<file path="src/rtl/demux1to4_stream.sv">
// One-entry buffered 1-to-4 stream demultiplexer with valid/ready handshakes.
// Optional per-destination delivery counters when DEMUX_CNT_EN is defined.
module demux1to4_stream #(
    parameter int WIDTH = 32
) (
    input  logic             clk,
    input  logic             rst_n,
    input  logic             in_valid,
    output logic             in_ready,
    input  logic [WIDTH-1:0] in_data,
    input  logic [1:0]       sel,
    output logic [3:0]       out_valid,
    input  logic [3:0]       out_ready,
`ifdef DEMUX_CNT_EN
    input  logic             cnt_clr,
    output logic [15:0]      cnt0,
    output logic [15:0]      cnt1,
    output logic [15:0]      cnt2,
    output logic [15:0]      cnt3,
`endif
    output logic [WIDTH-1:0] out_data
);

    typedef enum logic {
        EMPTY,
        FULL
    } state_t;

    state_t           state;
    state_t           state_nxt;
    logic [WIDTH-1:0] data_q;
    logic [1:0]       sel_q;
    logic             accept;
    logic             deliver;

    // Buffer slot frees up in the same cycle its word is taken downstream.
    assign in_ready = (state == EMPTY) || out_ready[sel_q];
    assign accept   = in_valid && in_ready;
    assign deliver  = (state == FULL) && out_ready[sel_q];
    assign out_data = data_q;

    always_ff @(posedge clk or negedge rst_n) begin
        if (!rst_n) begin
            state <= EMPTY;
        end else begin
            state <= state_nxt;
        end
    end

    always_comb begin
        state_nxt = state;
        out_valid = 4'b0000;
        unique case (state)
            EMPTY: begin
                if (accept) begin
                    state_nxt = FULL;
                end
            end
            FULL: begin
                out_valid[sel_q] = 1'b1;
                if (deliver && !accept) begin
                    state_nxt = EMPTY;
                end
            end
            default: state_nxt = EMPTY;
        endcase
    end

    always_ff @(posedge clk or negedge rst_n) begin
        if (!rst_n) begin
            data_q <= '0;
            sel_q  <= 2'd0;
        end else if (accept) begin
            data_q <= in_data;
            sel_q  <= sel;
        end
    end

`ifdef DEMUX_CNT_EN
    logic [15:0] cnt_q [4];

    always_ff @(posedge clk or negedge rst_n) begin
        if (!rst_n) begin
            for (int i = 0; i < 4; i++) begin
                cnt_q[i] <= 16'd0;
            end
        end else if (cnt_clr) begin
            for (int i = 0; i < 4; i++) begin
                cnt_q[i] <= 16'd0;
            end
        end else if (deliver && (cnt_q[sel_q] != 16'hFFFF)) begin
            cnt_q[sel_q] <= cnt_q[sel_q] + 16'd1;
        end
    end

    assign cnt0 = cnt_q[0];
    assign cnt1 = cnt_q[1];
    assign cnt2 = cnt_q[2];
    assign cnt3 = cnt_q[3];
`endif

endmodule

</file>
<file path="config.mk">
export PLATFORM = sky130hd
export DESIGN_NAME = demux1to4_stream
export DESIGN_NICKNAME = d
export VERILOG_FILES = /design/src/rtl/demux1to4_stream.sv
export SDC_FILE = /design/constraint.sdc
export NUM_CORES = 1
export LEC_CHECK = 0
export CORE_MARGIN = 4
export CORE_UTILIZATION = 41
export DETAILED_ROUTE_END_ITERATION = 7
export PLACE_DENSITY = 0.84
export SLEW_MARGIN = 20
export SYNTH_ARGS = -nofsm -noshare
export SYNTH_HDL_FRONTEND = slang
export SYNTH_SLANG_ARGS = --single-unit
</file>
<file path="constraint.sdc">
create_clock -name clk -period 2.8 [get_ports clk]
set_clock_uncertainty 0.05 [all_clocks]
set_input_delay 0.56 -clock clk [delete_from_list [all_inputs] [get_ports clk]]
set_output_delay 0.56 -clock clk [all_outputs]
set_load 0.01 [all_outputs]
</file>
==> flow_summary.json <==
{
  "postSynthAreaPerCell_um2": 16.69,
  "grt_pass1_wl_mm": 5.464,
  "finalWorstPathRequiredPeriod_ns": 2.576,
  "insertedDiodeCount": 0,
  "synth_ff_type": "sky130_fd_sc_hd__dfrtp_1",
  "synth.area.mux_share_pct": 29.73,
  "io_buffers": 77,
  "synth_xor_area_share_pct": 0,
  "die_area_mm2": 0.004511,
  "worst-endpoint-required_ns": 2.19,
  "root_buffer": "sky130_fd_sc_hd__clkbuf_4",
  "finalHoldViolCount": 0,
  "clock-sinks": 35,
  "grt_pass1_vias": 1155,
  "maxCapViolations": 0,
  "synth_enable_flop_cells": 0,
  "route.vias.total": 1031,
  "cts.hold.buffers_added": 0,
  "antenna_found_initial": 0,
  "initial_utilization_pct": 42.67,
  "yosys_warnings": 0,
  "criticalPathCategory": "input pin to primary output",
  "finalSetupViolCount": 0,
  "slew-limit-headroom_pct": 70.52,
  "report.power.total_uw": 2057,
  "run_status": "complete, no violations",
  "worst_ir_drop_vdd_mv": 0.5433,
  "synth_nets": 127,
  "rsz0062_at_grt": "false",
  "routabilityCongestion": 0.6502,
  "grt-ovfl-total": 0,
  "synthesis.instances": 86,
  "cellLeakagePower_uw": 0.0009616,
  "route.final.wire_length_mm": 3.393,
  "critPathArrivalTime_ns": 1.97,
  "synth_most_common_cell": "sky130_fd_sc_hd__dfrtp_1",
  "cts_setup_buffers": 0,
  "synth-compound-area-share_pct": 3.226,
  "postLayoutCoreUtil_pct": 68.23,
  "synthDominantAreaCellType": "sky130_fd_sc_hd__dfrtp_1",
  "clk_pin_slew_worst_paths_ns": 0.10,
  "synth.top_cells.by_area": "sky130_fd_sc_hd__dfrtp_1 61%, sky130_fd_sc_hd__mux2_2 23%, sky130_fd_sc_hd__mux2_4 6.3%",
  "cellPowerDensity_mw_per_mm2": 896.4,
  "cpMaxStageDelayCell": "sky130_fd_sc_hd__clkdlybuf4s50_1",
  "fmaxAchievable_ghz": 0.3882,
  "yosysSeqAreaShare_pct": 61.03,
  "hold_class": "flip-flop to flip-flop",
  "synth_top_family_by_area": "multiplexers",
  "final-max-slew-violation-count": 0,
  "area_growth_pct": 59.90,
  "timing.reg2reg.worst_path_depth": 4,
  "post_synthesis_register_bit_count": 35,
  "placed_area_mm2": 0.002245,
  "synth_cell_area_mm2": 0.001435,
  "placement_rows": 21,
  "dp_hpwl_mm": 2.583,
  "synthArstFlopShare_pct": 100.0,
  "fin_tns_setup_ns": 0,
  "fraction_of_the_cycle_the_final_worst_path_needs_pct": 91.99,
  "post_synth_num_cell_types": 15,
  "remaining_drc_errors": 0,
  "cp_cell_sequence": "clkdlybuf4s50_1 > mux2_4 > o22a_2 > clkdlybuf4s50_1",
  "drt_iter0_markers": 20,
  "synth_common_cells": "35 x sky130_fd_sc_hd__dfrtp_1, 29 x sky130_fd_sc_hd__mux2_2, 6 x sky130_fd_sc_hd__mux2_4",
  "die_y_um": 67.17,
  "vias_per_cell": 4.751,
  "synthSimpleGateAreaFrac_pct": 2.877,
  "drive_above_1_share_pct": 28.65,
  "wl_per_cell_um": 15.64,
  "finalInstanceArea_mm2": 0.002295,
  "worstMarginPinSlew_ns": 0.4422,
  "cts_buffer_depth": 2,
  "grt_max_degree": 36,
  "tritoncts_buffer_count": 5,
  "first_pass_iters": 4,
  "tritoncts": "yes",
  "synthDominantCellAreaShare_pct": 61.03,
  "number_of_cells_upsized_or_downsized_after_cts": 0,
  "yosys.area_share.adder_pct": 0,
  "design.portCount": 78,
  "design.final.nets": 211,
  "cpMostUsedCell": "sky130_fd_sc_hd__clkdlybuf4s50_1",
  "slowest_delay_ns": 0.48,
  "fp.dieW_um": 67.17,
  "critPathMaxFanout": 3,
  "core_region_area_mm2": 0.003363,
  "clock_latency_on_the_worst_skew_pair_ns": 0.32,
  "clock_tree.htree_level_count": 2,
  "grt_util_all_layers_pct": 16.51,
  "crit_path_end_kind": "primary output",
  "start_kind": "input pin",
  "hold_path_depth": 1,
  "ant_nets": 0
}
routing by layer:
layer  wire length, um  vias to the layer above  share of wire, %  GRT usage (%)
li1                  -                      469                 -              -
met1              1299                      501                38          19.66
met2              1620                       56                48          25.15
met3               426                        5                13          8.486
met4                46                        0               1.4          6.835
met5                 0                        -                 0              0
worst max-delay path: cells and delay by family:
| family | cells | cell delay (ns) |
|---|---|---|
| buf+inv | 2 | 0.88 |
| mux | 1 | 0.29 |
| compound gates | 1 | 0.24 |
registers in the layout, summed over array words and instances (netlist names):
| register | cells |
|---|---|
| sel_q | 2 |
| state | 1 |
| out_data | 32 |
cell families after synthesis:
group / Yosys count
compound gates: 4
buf+inv: 4
flops: 35
mux: 36
simple gates: 7
placed cells by master, fill, tap and decap left out:
cell | synthesis | final
sky130_fd_sc_hd__or2b_2 | 1 | 1
sky130_fd_sc_hd__nand2b_1 | 1 | 1
sky130_fd_sc_hd__and3_2 | 2 | 2
sky130_fd_sc_hd__clkinv_2 | 0 | 1
sky130_fd_sc_hd__nand2_1 | 1 | 1
sky130_fd_sc_hd__inv_1 | 1 | 1
sky130_fd_sc_hd__o22a_2 | 1 | 1
sky130_fd_sc_hd__clkdlybuf4s50_1 | 0 | 77
sky130_fd_sc_hd__mux2_2 | 29 | 29
sky130_fd_sc_hd__dfrtp_1 | 35 | 35
sky130_fd_sc_hd__o21ai_0 | 2 | 2
sky130_fd_sc_hd__clkbuf_1 | 0 | 2
sky130_fd_sc_hd__mux2i_1 | 1 | 1
sky130_fd_sc_hd__mux2_4 | 6 | 6
sky130_fd_sc_hd__nor2_1 | 2 | 2
sky130_fd_sc_hd__buf_4 | 0 | 3
sky130_fd_sc_hd__clkbuf_4 | 0 | 5
sky130_fd_sc_hd__o221ai_4 | 1 | 1
per-stage QoR:
| step | std cells | worst slack, ns | hold WS [ns] |
|---|---|---|---|
| floorplan | 86 | 0.9951 | 0.2144 |
| global placement | 209 | 0.2352 | 0.4351 |
| detailed placement | 209 | 0.2221 | 0.4409 |
| CTS | 217 | 0.2184 | 0.4665 |
| global route | 217 | 0.1811 | 0.4729 |
| finish | 217 | 0.2242 | 0.4629 |
power breakdown:
group	internal, uW	leakage (uW)	total (uW)	switching (uW)
clock network	97.9	0.0000293	258	160
logic	633	0.000525	985	352
registers	703	0.000408	814	111
final cells by class:
| type | count | area [um2] |
|---|---|---|
| clock buffer | 7 | 45.04 |
| clock inverter | 1 | 5.005 |
| fill | 268 | 1069 |
| inverter | 1 | 3.754 |
| multi-input combinational | 47 | 514.2 |
| sequential | 35 | 875.8 |
| tap | 46 | 57.56 |
| timing repair buffer | 80 | 793.3 |
final timing paths:
| check | slack (ns) | endpoint | start |
|---|---|---|---|
| setup / recovery | 0.22 | in_ready | out_ready[1] |
| hold / removal | 0.46 | out_data[2] | out_data[2] |
| setup reg to reg | 0.94 | out_data[19] | sel_q[1] |
| hold reg to reg | 0.46 | out_data[2] | out_data[2] |
| max in group asynchronous | 1.79 | out_data[29] | rst_n |
| min in group asynchronous | 0.60 | out_data[10] | rst_n |
Power figures use the tool's default switching activity.
